===== config.mk =====
export PLATFORM = sky130hd
export DESIGN_NAME = pipe_controller
export DESIGN_NICKNAME = d
export VERILOG_FILES = /design/src/rtl/pipe_pkg.sv /design/src/rtl/lfsr8.sv /design/src/rtl/pipe_controller.sv
export SDC_FILE = /design/constraint.sdc
export NUM_CORES = 1
export LEC_CHECK = 0
export ABC_AREA = 1
export CAP_MARGIN = 10
export CORE_ASPECT_RATIO = 2
export CORE_MARGIN = 10
export CORE_UTILIZATION = 40
export DETAILED_ROUTE_END_ITERATION = 8
export GPL_ROUTABILITY_DRIVEN = 0
export SLEW_MARGIN = 20
export SYNTH_ARGS = -nofsm -noshare
export SYNTH_HDL_FRONTEND = slang
export SYNTH_SLANG_ARGS = --single-unit

===== constraint.sdc =====
create_clock -name clk -period 7 [get_ports clk]
set_clock_uncertainty 0.05 [all_clocks]
set_input_delay 2.1 -clock clk [delete_from_list [all_inputs] [get_ports clk]]
set_output_delay 2.1 -clock clk [all_outputs]
set_load 0.1 [all_outputs]

===== src/rtl/pipe_pkg.sv =====
// Shared screen bounds, reset values, gap limits, LFSR seed and FSM encoding
// for the pipe obstacle controller.
package pipe_pkg;

    localparam int SCR_X_MIN = 144;
    localparam int SCR_X_MAX = 784;
    localparam int SCR_Y_MIN = 35;
    localparam int SCR_Y_MAX = 514;

    localparam logic [9:0] PIPE0_X_RST = 10'd600;
    localparam logic [9:0] PIPE1_X_RST = 10'd920;
    localparam logic [9:0] GAP_TOP_RST = 10'd200;

    localparam int GAP_MIN = 75;
    localparam int GAP_MAX = 330;

    localparam logic [7:0] LFSR_SEED = 8'hA5;

    typedef enum logic [1:0] {
        IDLE = 2'd0,
        RUN  = 2'd1,
        DEAD = 2'd2
    } state_t;

    // Fixed gap-top sequence used when the random-gap build option is off.
    function automatic logic [9:0] gap_table(input logic [1:0] idx);
        case (idx)
            2'd0:    return 10'd100;
            2'd1:    return 10'd180;
            2'd2:    return 10'd260;
            default: return 10'(GAP_MAX);
        endcase
    endfunction

endpackage


===== src/rtl/lfsr8.sv =====
// 8-bit Fibonacci LFSR (taps 8,6,5,4) stepping every clk; only built when
// PIPE_RANDOM_GAP_EN is defined.
`ifdef PIPE_RANDOM_GAP_EN
module lfsr8
    import pipe_pkg::*;
(
    input  logic       clk,
    input  logic       rst,
    output logic [7:0] q
);
    always_ff @(posedge clk or posedge rst) begin
        if (rst) q <= LFSR_SEED;
        else     q <= {q[6:0], q[7] ^ q[5] ^ q[4] ^ q[3]};
    end
endmodule
`endif


===== src/rtl/pipe_controller.sv =====
// Two-pipe obstacle controller: scrolling, gap selection, collision and scoring.
// Build option PIPE_RANDOM_GAP_EN: LFSR-driven gap tops instead of the fixed table.
module pipe_controller
    import pipe_pkg::*;
#(
    parameter int PIPE_W    = 40,
    parameter int GAP_H     = 120,
    parameter int SPEED     = 2,
    parameter int SPACING   = 320,
    parameter int BIRD_HALF = 5
) (
    input  logic       clk,
    input  logic       rst,
    input  logic       start,
    input  logic [9:0] bird_x,
    input  logic [9:0] bird_y,
    input  logic [9:0] hCount,
    input  logic [9:0] vCount,
    input  logic       bright,
    output logic       pipe_fill,
    output logic       collision,
    output logic       game_over,
    output logic [7:0] score
);
    localparam logic [10:0] PW       = 11'(PIPE_W);
    localparam logic [10:0] GH       = 11'(GAP_H);
    localparam logic [10:0] SP       = 11'(SPEED);
    localparam logic [10:0] SPC      = 11'(SPACING);
    localparam logic [10:0] BH       = 11'(BIRD_HALF);
    localparam logic [10:0] X_MIN    = 11'(SCR_X_MIN);
    localparam logic [10:0] X_MAX    = 11'(SCR_X_MAX);
    localparam logic [10:0] FLOOR    = 11'(SCR_Y_MAX);
    localparam logic [10:0] WRAP_LIM = 11'(SCR_X_MIN - PIPE_W + SPEED);

    state_t      state_q, state_d;
    logic [9:0]  pipe0_x, pipe1_x, gap0, gap1;
    logic [9:0]  pipe0_x_d, pipe1_x_d, gap0_d, gap1_d;
    logic [9:0]  gap_new0, gap_new1;
    logic [7:0]  score_q, score_d;
    logic [8:0]  score_sum;
    logic [10:0] x0, x1, g0, g1, bx, by, hc, vc, nx0, nx1;
    logic        wrap0, wrap1, pass0, pass1;
    logic        hit0, hit1, hit, fill0, fill1;

    // One guard bit so the wrap test and edge sums can never underflow/overflow.
    assign x0 = {1'b0, pipe0_x};
    assign x1 = {1'b0, pipe1_x};
    assign g0 = {1'b0, gap0};
    assign g1 = {1'b0, gap1};
    assign bx = {1'b0, bird_x};
    assign by = {1'b0, bird_y};
    assign hc = {1'b0, hCount};
    assign vc = {1'b0, vCount};

    assign fill0     = (hc >= x0) && (hc < x0 + PW) && ((vc < g0) || (vc >= g0 + GH));
    assign fill1     = (hc >= x1) && (hc < x1 + PW) && ((vc < g1) || (vc >= g1 + GH));
    assign pipe_fill = bright && (hc >= X_MIN) && (hc < X_MAX) && (fill0 || fill1);

    assign hit0 = (bx + BH >= x0) && (bx < x0 + PW + BH) && ((by < g0 + BH) || (by + BH >= g0 + GH));
    assign hit1 = (bx + BH >= x1) && (bx < x1 + PW + BH) && ((by < g1 + BH) || (by + BH >= g1 + GH));
    assign hit  = hit0 || hit1 || (by + BH >= FLOOR);

    // pipe1 resolves first so a simultaneous wrap places pipe0 behind pipe1's new spot.
    assign wrap0 = x0 < WRAP_LIM;
    assign wrap1 = x1 < WRAP_LIM;
    assign nx1   = wrap1 ? x0 + SPC : x1 - SP;
    assign nx0   = wrap0 ? (wrap1 ? nx1 : x1) + SPC : x0 - SP;

    assign pass0     = (x0 + PW >= bx) && (nx0 + PW < bx);
    assign pass1     = (x1 + PW >= bx) && (nx1 + PW < bx);
    assign score_sum = {1'b0, score_q} + {8'd0, pass0} + {8'd0, pass1};

`ifdef PIPE_RANDOM_GAP_EN
    logic [7:0] lfsr_q;

    lfsr8 u_lfsr (
        .clk (clk),
        .rst (rst),
        .q   (lfsr_q)
    );

    assign gap_new1 = 10'(GAP_MIN) + {2'b00, lfsr_q};
    assign gap_new0 = gap_new1;
`else
    logic [1:0] gap_idx;

    assign gap_new1 = gap_table(gap_idx);
    assign gap_new0 = gap_table(wrap1 ? gap_idx + 2'd1 : gap_idx);

    always_ff @(posedge clk or posedge rst) begin
        if (rst)                 gap_idx <= 2'd0;
        else if (state_q == RUN) gap_idx <= gap_idx + {1'b0, wrap0} + {1'b0, wrap1};
    end
`endif

    always_comb begin
        state_d   = state_q;
        pipe0_x_d = pipe0_x;
        pipe1_x_d = pipe1_x;
        gap0_d    = gap0;
        gap1_d    = gap1;
        score_d   = score_q;
        case (state_q)
            IDLE: if (start) state_d = RUN;
            RUN: begin
                pipe0_x_d = nx0[9:0];
                pipe1_x_d = nx1[9:0];
                if (wrap0) gap0_d = gap_new0;
                if (wrap1) gap1_d = gap_new1;
                score_d = score_sum[8] ? 8'hFF : score_sum[7:0];
                // Entering DEAD on the same edge that latches collision.
                if (hit) state_d = DEAD;
            end
            DEAD:    state_d = DEAD;
            default: state_d = IDLE;
        endcase
    end

    always_ff @(posedge clk or posedge rst) begin
        if (rst) state_q <= IDLE;
        else     state_q <= state_d;
    end

    always_ff @(posedge clk or posedge rst) begin
        if (rst) begin
            pipe0_x   <= PIPE0_X_RST;
            pipe1_x   <= PIPE1_X_RST;
            gap0      <= GAP_TOP_RST;
            gap1      <= GAP_TOP_RST;
            score_q   <= '0;
            collision <= 1'b0;
        end else begin
            pipe0_x <= pipe0_x_d;
            pipe1_x <= pipe1_x_d;
            gap0    <= gap0_d;
            gap1    <= gap1_d;
            score_q <= score_d;
            if (state_q == RUN) collision <= hit;
        end
    end

    assign game_over = (state_q == DEAD);
    assign score     = score_q;

endmodule


==> results_tabular.tex <==
\begin{tabular}{lr}
\hline
Metric & Value \\
\hline
\multicolumn{2}{l}{\textbf{Die}} \\
\quad Vertical die dimension & 231 µm \\
\quad Starting density of the core & 40.4\% \\
\quad Ports & 55 \\
\quad Floorplan die area & 28,900 µm² \\
\quad Core area & 22,000 µm² \\
\quad Cell row count & 77 \\
\quad Die width & 125 µm \\
\multicolumn{2}{l}{\textbf{Cells and area}} \\
\quad Synth-to-layout area growth & 10.5\% \\
\quad Highest-count cells in the layout ignoring fill and taps & sky130\_fd\_sc\_hd\_\_nand2\_1 (267), sky130\_fd\_sc\_hd\_\_ha\_1 (215), sky130\_fd\_sc\_hd\_\_inv\_1 (164) \\
\quad Layout cell share with drive strength beyond 1 & 6.30\% \\
\quad Leading cell type in the layout, fill and taps excluded & sky130\_fd\_sc\_hd\_\_nand2\_1 \\
\quad Number of nets in the layout & 1,561 \\
\quad Antenna diode count & 0 \\
\multicolumn{2}{l}{\textbf{Global route}} \\
\quad Number of antenna violations at the first check in global routing & 0 \\
\quad Number of global-route vias before repair & 8,526 \\
\quad First-pass GRT wire length & 45.4 mm \\
\quad Total track usage & 19.6\% \\
\quad GR Overflow Total & 0 \\
\quad Largest net degree at the start of global routing & 50 \\
\multicolumn{2}{l}{\textbf{CTS}} \\
\quad Sinks on Clock Net & 49 \\
\quad Number of H-tree branching levels & 2 \\
\quad Number of instances resized during post-cts repair & 0 \\
\quad Clock slew at reported path FFs & 0.07 ns \\
\quad TritonCTS clock tree & yes \\
\quad Clock root cell & sky130\_fd\_sc\_hd\_\_clkbuf\_16 \\
\quad CTS Buffer Depth & 2 \\
\quad Setup fix buffers added after clock tree synthesis & 0 \\
\quad CTS Buf Count & 5 \\
\quad Source-to-sink clock delay at the later pin of the worst-skew pair & 0.30 ns \\
\quad Number of hold buffers added after cts & 0 \\
\multicolumn{2}{l}{\textbf{Synth}} \\
\quad Proportion of synthesized chip area in sequential cells & 14.0\% \\
\quad Syn\_nets & 1,515 \\
\quad Post-synthesis async set-or-reset flop share & 100\% \\
\quad Prevailing post-synth register cell & sky130\_fd\_sc\_hd\_\_dfrtp\_1 \\
\quad Yosys warning count & 0 \\
\quad Post-synthesis area per instance & 7.07 µm² \\
\quad Synthesis-stage register bit count & 49 \\
\quad Library cells used by synthesis & 51 \\
\quad Post-synthesis cell area & 8880 µm² \\
\quad Mapped Cells & 1,255 \\
\quad Number of enable flip-flop cells after synthesis & 0 \\
\multicolumn{2}{l}{\textbf{Worst setup path}} \\
\quad Worst-path fanout max & 6 \\
\quad Critical register-to-register path endpoint & score[5]\$\_DFFE\_PP0N\_ \\
\quad CP Launch Type & primary input \\
\quad Kind of critical path & in -> out \\
\quad Startpoint of the most critical register-to-register path & pipe1\_x[3]\$\_DFFE\_PP1N\_ \\
\quad WP data required & 4.85 ns \\
\quad R2R depth & 23 \\
\quad Crit path capture type & primary output \\
\quad Internal reg-to-reg setup slack & 2.26 ns \\
\quad Data arrival, critical path & 4.25 ns \\
\multicolumn{2}{l}{\textbf{Power}} \\
\quad Largest vdd supply drop & 0.192 mV \\
\quad Internal power consumption & 1.94 mW \\
\quad Sequential share of power & 14.7\% \\
\quad Combinational fraction of design power & 79.9\% \\
\quad Clock network fraction of total power & 5.4\% \\
\quad Switching pwr & 2.84 mW \\
\quad Overall power after layout & 4.78 mW \\
\quad Power density over the cells & 487 nW/µm² \\
\quad Leakage & 5.00 nW \\
\quad Sw Share & 59.3\% \\
\multicolumn{2}{l}{\textbf{Placed design}} \\
\quad I/O Buffers & 54 \\
\quad Final HPWL from detailed placement & 24.6 mm \\
\multicolumn{2}{l}{\textbf{Job}} \\
\quad Count of max-cap constraint violations & 0 \\
\multicolumn{2}{l}{\textbf{Timing}} \\
\quad Fin crit share & 91.4\% \\
\quad Final Hold Slack & 0.443 ns \\
\quad Tmin final & 6.40 ns \\
\quad RSZ-0062 raised after global routing & false \\
\quad Max-slew violation count & 0 \\
\quad Sum of negative setup slack & 0 ns \\
\quad Max Clock Freq & 0.156 GHz \\
\quad Count of endpoints failing setup in the final report & 0 \\
\quad Worst slew pin tran & 0.976 ns \\
\quad Worst max-slew margin expressed relative to the limit & 34.7\% \\
\quad Final hold vios & 0 \\
\multicolumn{2}{l}{\textbf{Routing}} \\
\quad Remaining routing DRC violations & 0 \\
\quad Drt wl/cell & 18.4 µm \\
\quad Detailed-route vias per instance & 5.44 \\
\quad Number of DRC markers in iteration 0 & 511 \\
\quad Total Routed Length & 29.0 mm \\
\quad Iteration count of the initial detailed-routing pass & 6 \\
\quad Antenna-violating nets left & 0 \\
\quad Number of vias in the routed layout & 8,577 \\
\multicolumn{2}{l}{\textbf{Worst hold path}} \\
\quad Worst hold path startpoint & collision\$\_DFFE\_PP0N\_ \\
\quad Worst hold endpoint & collision\$\_DFFE\_PP0N\_ \\
\quad Worst Hold Path Cells & 2 \\
\quad Hold crit path type & reg -> reg \\
\multicolumn{2}{l}{\textbf{Outcome}} \\
\quad Outcome & finished clean \\
\hline
\end{tabular}
[cell usage after synthesis, types with 2 or more instances]
master / n / area (µm²)
sky130_fd_sc_hd__a211oi_1: 4 / 30.0
sky130_fd_sc_hd__a21o_1: 6 / 45.0
sky130_fd_sc_hd__a21oi_1: 88 / 440
sky130_fd_sc_hd__a31oi_1: 2 / 12.5
sky130_fd_sc_hd__and3_1: 2 / 12.5
sky130_fd_sc_hd__buf_2: 3 / 15.0
sky130_fd_sc_hd__buf_4: 3 / 22.5
sky130_fd_sc_hd__buf_6: 5 / 56.3
sky130_fd_sc_hd__clkbuf_1: 5 / 18.8
sky130_fd_sc_hd__dfrtp_1: 34 / 851
sky130_fd_sc_hd__dfstp_2: 15 / 394
sky130_fd_sc_hd__ha_1: 215 / 2690
sky130_fd_sc_hd__inv_1: 165 / 619
sky130_fd_sc_hd__inv_2: 5 / 18.8
sky130_fd_sc_hd__inv_4: 5 / 31.3
sky130_fd_sc_hd__nand2_1: 267 / 1000
sky130_fd_sc_hd__nand2_2: 13 / 81.3
sky130_fd_sc_hd__nand2_4: 5 / 56.3
sky130_fd_sc_hd__nand3_1: 67 / 335
sky130_fd_sc_hd__nand3b_1: 7 / 52.6
sky130_fd_sc_hd__nand4_1: 27 / 169
sky130_fd_sc_hd__nor2_1: 88 / 330
sky130_fd_sc_hd__nor2_2: 7 / 43.8
sky130_fd_sc_hd__nor2_4: 2 / 22.5
sky130_fd_sc_hd__nor3_1: 20 / 100
sky130_fd_sc_hd__nor4_1: 6 / 37.5
sky130_fd_sc_hd__o2111ai_1: 3 / 26.3
sky130_fd_sc_hd__o211ai_1: 9 / 67.6
sky130_fd_sc_hd__o21a_1: 5 / 37.5
sky130_fd_sc_hd__o21ai_0: 75 / 375
sky130_fd_sc_hd__o21ai_1: 6 / 30.0
sky130_fd_sc_hd__o21ai_2: 6 / 52.6
sky130_fd_sc_hd__o21bai_1: 2 / 15.0
sky130_fd_sc_hd__o31ai_1: 4 / 30.0
sky130_fd_sc_hd__or2_2: 2 / 12.5
sky130_fd_sc_hd__xnor2_1: 17 / 149
sky130_fd_sc_hd__xor2_1: 43 / 377
sky130_fd_sc_hd__xor2_2: 4 / 65.1
[cell families (layout without fill, tap and decap cells)]
| logic type | after synthesis | after routing | share of synthesized area [%] |
|---|---|---|---|
| AND/OR/NAND/NOR | 518 | 518 | 25.9 |
| AO/OA/AOI/OAI | 215 | 215 | 13.8 |
| buffers and inverters | 193 | 240 | 9.08 |
| flip-flops | 49 | 49 | 14.0 |
| XOR/XNOR | 64 | 64 | 6.65 |
| adder cells (fa/ha/maj) | 216 | 216 | 30.5 |
[stage by stage]
| stage | utilization [%] | worst slack, ns | instance area [µm²] | instances |
|---|---|---|---|---|
| floorplan | - | 0.492 | 8880 | 1255 |
| global placement | 44.0 | 0.632 | 9660 | 1570 |
| detailed placement | 44.0 | 0.589 | 9660 | 1570 |
| CTS | 44.7 | 0.587 | 9810 | 1578 |
| global route | 44.7 | 0.449 | 9810 | 1578 |
| finish | 44.7 | 0.603 | 9810 | 1578 |
[power by group through the flow]
stage,clock network (mW),logic (mW),registers (mW)
CTS,0.263,3.83,0.700
floorplan,0,2.83,0.670
global route,0.272,4.37,0.717
finish,0.257,3.82,0.704
global placement,0,3.73,0.703
detailed placement,0,3.79,0.703
[flip-flops by register name, indices dropped and copies added (netlist names)]
| register | flops |
|---|---|
| score | 8 |
| state_q | 2 |
| gap0 | 8 |
| gap1 | 8 |
| collision | 1 |
| pipe1_x | 10 |
| pipe0_x | 10 |
| gap_idx | 2 |
[per-layer routing]
| layer | wire (µm) | up-vias | global-route usage [%] |
|---|---|---|---|
| li1 | - | 4296 | - |
| met3 | 839 | 126 | 1.93 |
| met4 | 3050 | 0 | 17.9 |
| met5 | 0 | - | 0 |
| met1 | 9650 | 3910 | 17.2 |
| met2 | 15500 | 245 | 37.9 |
[critical path, cell delays in order]
cell and delay, ns:
sky130_fd_sc_hd__clkdlybuf4s50_1 0.57, sky130_fd_sc_hd__ha_1 0.40, sky130_fd_sc_hd__nand2_1 0.08, sky130_fd_sc_hd__nor2_1 0.14
sky130_fd_sc_hd__o211ai_1 0.10, sky130_fd_sc_hd__o2111ai_1 0.11, sky130_fd_sc_hd__a31oi_1 0.06, sky130_fd_sc_hd__nor3_1 0.22
sky130_fd_sc_hd__nor2_1 0.07, sky130_fd_sc_hd__nor2_1 0.18, sky130_fd_sc_hd__buf_12 0.20
[worst max-delay path by stage]
| stage | startpoint | endpoint | slack (ns) | cells after the start |
|---|---|---|---|---|
| 5_1_grt | hCount[9] | pipe_fill | 0.45 | 11 |
| 6_report | hCount[9] | pipe_fill | 0.60 | 11 |
| 3_3_place_gp | hCount[9] | pipe_fill | 0.63 | 11 |
| 3_5_place_dp | hCount[9] | pipe_fill | 0.59 | 11 |
| 2_1_floorplan | hCount[1] | pipe_fill | 0.49 | 9 |
| 4_1_cts | hCount[9] | pipe_fill | 0.59 | 11 |
[final cells by class]
cell class	instances	area (µm²)
Clock buffer	5	125
Timing Repair Buffer	56	566
Clock inverter	3	26.3
Inverter	176	678
Fill cell	2311	12200
Sequential cell	49	1240
Tap cell	276	345
Multi-Input combinational cell	1013	6830
No activity file was read; power rests on OpenSTA's default activity.
==> patch (same settings) <==
The option `PIPE_RANDOM_GAP_EN` is turned on by a define.
--- a/src/rtl/lfsr8.sv
+++ b/src/rtl/lfsr8.sv
@@ -1,4 +1,6 @@
 // 8-bit Fibonacci LFSR (taps 8,6,5,4) stepping every clk; only built when
 // PIPE_RANDOM_GAP_EN is defined.
+`define PIPE_RANDOM_GAP_EN
+
 `ifdef PIPE_RANDOM_GAP_EN
 module lfsr8
Check against the original RTL: no difference found for any inputs over 10 cycles, from zero or initial values and one cycle with rst high; that may be too few to reach the edited logic, so the function may still have changed.
==> patch against the original RTL <==
Sequential cell count increased by 8. Sequential power decreased by 6.2%. Total power decreased by 2.6%. Sequential share of layout area increased by 1.1 points. Synthesized area increased by 5.0%. Wire length increased by 9.3%. Combinational power decreased by 7.3%. Non-clock buffer count increased by 5. Worst setup slack got worse by 73 ps. Cell area increased by 7.1%. Critical endpoint unchanged.
==> patch: results <==
group,metric,value,unit
detailed_routing,drt-initial-drc-count,340,
clocking,numCtsBuffers,9,
clocking,clk-insertion-delay-late,340,ps
setup_path,cpPeakStageDelay,510,ps
clocking,ctsResizeCount,0,
synth,synth_area_leaders,"ha_1 (29%), nand2_1 (11%), dfrtp_1 (10%)",
clocking,cts_setup_buffers,0,
setup_path,worstPathMaxFanout,2,
synth,ys_seq_area_share,15.6,%
detailed_routing,drt_first_pass_iters,5,
setup_path,arrival,4320,ps
detailed_routing,num_vias,9151,
synth,async_flop_share,100,%
clocking,h-tree-depth,3,
sta,relSlewSlack,34.5,%
cells_and_area,drive_gt1_share,5.90,%
synth,synthTopCellsByCount,"nand2_1 (282), ha_1 (216), inv_1 (174)",
setup_path,worst_r2r_startpoint,"pipe0_x[7]",
clocking,ctsLongestPathBuffers,2,
grt,grt-ovfl-total,0,
run_status,status,"completed",
grt,grt_pass1_wl,49300,µm
cells_and_area,fill_cells,2476,
setup_path,rr_endpoint,"score[0]",
setup_path,crit_path_start,"vCount[1]",
grt,antenna_found_initial,0,
pwr,p_leak,5.29,nW
grt,first_global_vias,9292,
detailed_routing,wire_per_inst,19.0,µm
synth,yosysUniqueCellTypes,48,
cells_and_area,fin_nets,1647,
clocking,ctsRootBufferMaster,"clkbuf_16",
place,place_hpwl,26900,µm
setup_path,cp_slowest_cell,"a21oi_1",
worst_hold_path,hp-start,"u_lfsr.q[0]",
synth,synth_ff_type,"dfrtp_1",
setup_path,rr_worst_depth,28,
pwr,p_int,2.01,mW
setup_path,rrSetupSlack,2340,ps
grt,grt_use_total,20.9,%
pwr,peakVddDrop,0.409,mV
clocking,cts.reportedPaths.clkPinSlew,50,ps
grt,grt_max_degree,58,
==> patch: cells by family after synthesis <==
kind of cell / count (synthesis) / share of synthesized area, %
flip-flops: 57 / 15.6
buffers and inverters: 196 / 8.21
XOR/XNOR: 74 / 7.04
multiplexers: 2 / 0.215
adder cells (fa/ha/maj): 217 / 29.2
AO/OA/AOI/OAI: 223 / 13.3
AND/OR/NAND/NOR: 557 / 26.4
==> patch: final cells by class <==
cell class / instances / share of cell area (%)
Timing Repair Buffer: 61 / 5.74
Sequential cell: 57 / 13.8
Clock inverter: 3 / 0.381
Tap cell: 283 / 3.37
Clock buffer: 13 / 2.48
Inverter: 184 / 6.57
Multi-Input combinational cell: 1073 / 67.7
==> patch: metal layers <==
metal / GRT usage (%) / vias up / part of all wire, %
met5: 0 / - / 0
met4: 18.9 / 0 / 10
li1: - / 4604 / -
met3: 2.90 / 142 / 3.4
met1: 17.7 / 4150 / 32
met2: 39.8 / 255 / 54
==> patch: power by group through the flow <==
stage	Clock [mW]	Combinational (mW)	Sequential, mW
detailed placement	0	3.55	0.657
global placement	0	3.49	0.655
global route	0.473	4.05	0.669
floorplan	0	2.56	0.678
finish	0.451	3.54	0.660
CTS	0.458	3.57	0.653
==> patch: worst min path at each step <==
stage	end	slack (ps)	depth (start not counted)
after CTS	u_lfsr.q[1]	360	0
after floorplan	u_lfsr.q[2]	320	0
after detailed placement	u_lfsr.q[2]	340	0
after global routing	u_lfsr.q[1]	370	0
final	u_lfsr.q[1]	360	0
after global placement	u_lfsr.q[2]	350	0
==> patch: metrics by stage <==
stage | hold slack [ps] | util (%) | area (µm²) | std cells | worst slack [ps]
detailed placement | 344 | 44.1 | 10200 | 1658 | 560
global route | 371 | 45.4 | 10500 | 1674 | 429
floorplan | 320 | - | 9320 | 1326 | 633
CTS | 358 | 45.4 | 10500 | 1674 | 568
finish | 356 | 45.4 | 10500 | 1674 | 529
global placement | 348 | 44.1 | 10200 | 1658 | 570
==> patch: critical path, delay by kind of cell <==
family / cells / cell delay [ps]
adders and majority gates: 1 / 330
AOI/OAI and AO/OA: 2 / 660
and+or+nand+nor: 6 / 610
buffers and inverters: 2 / 620
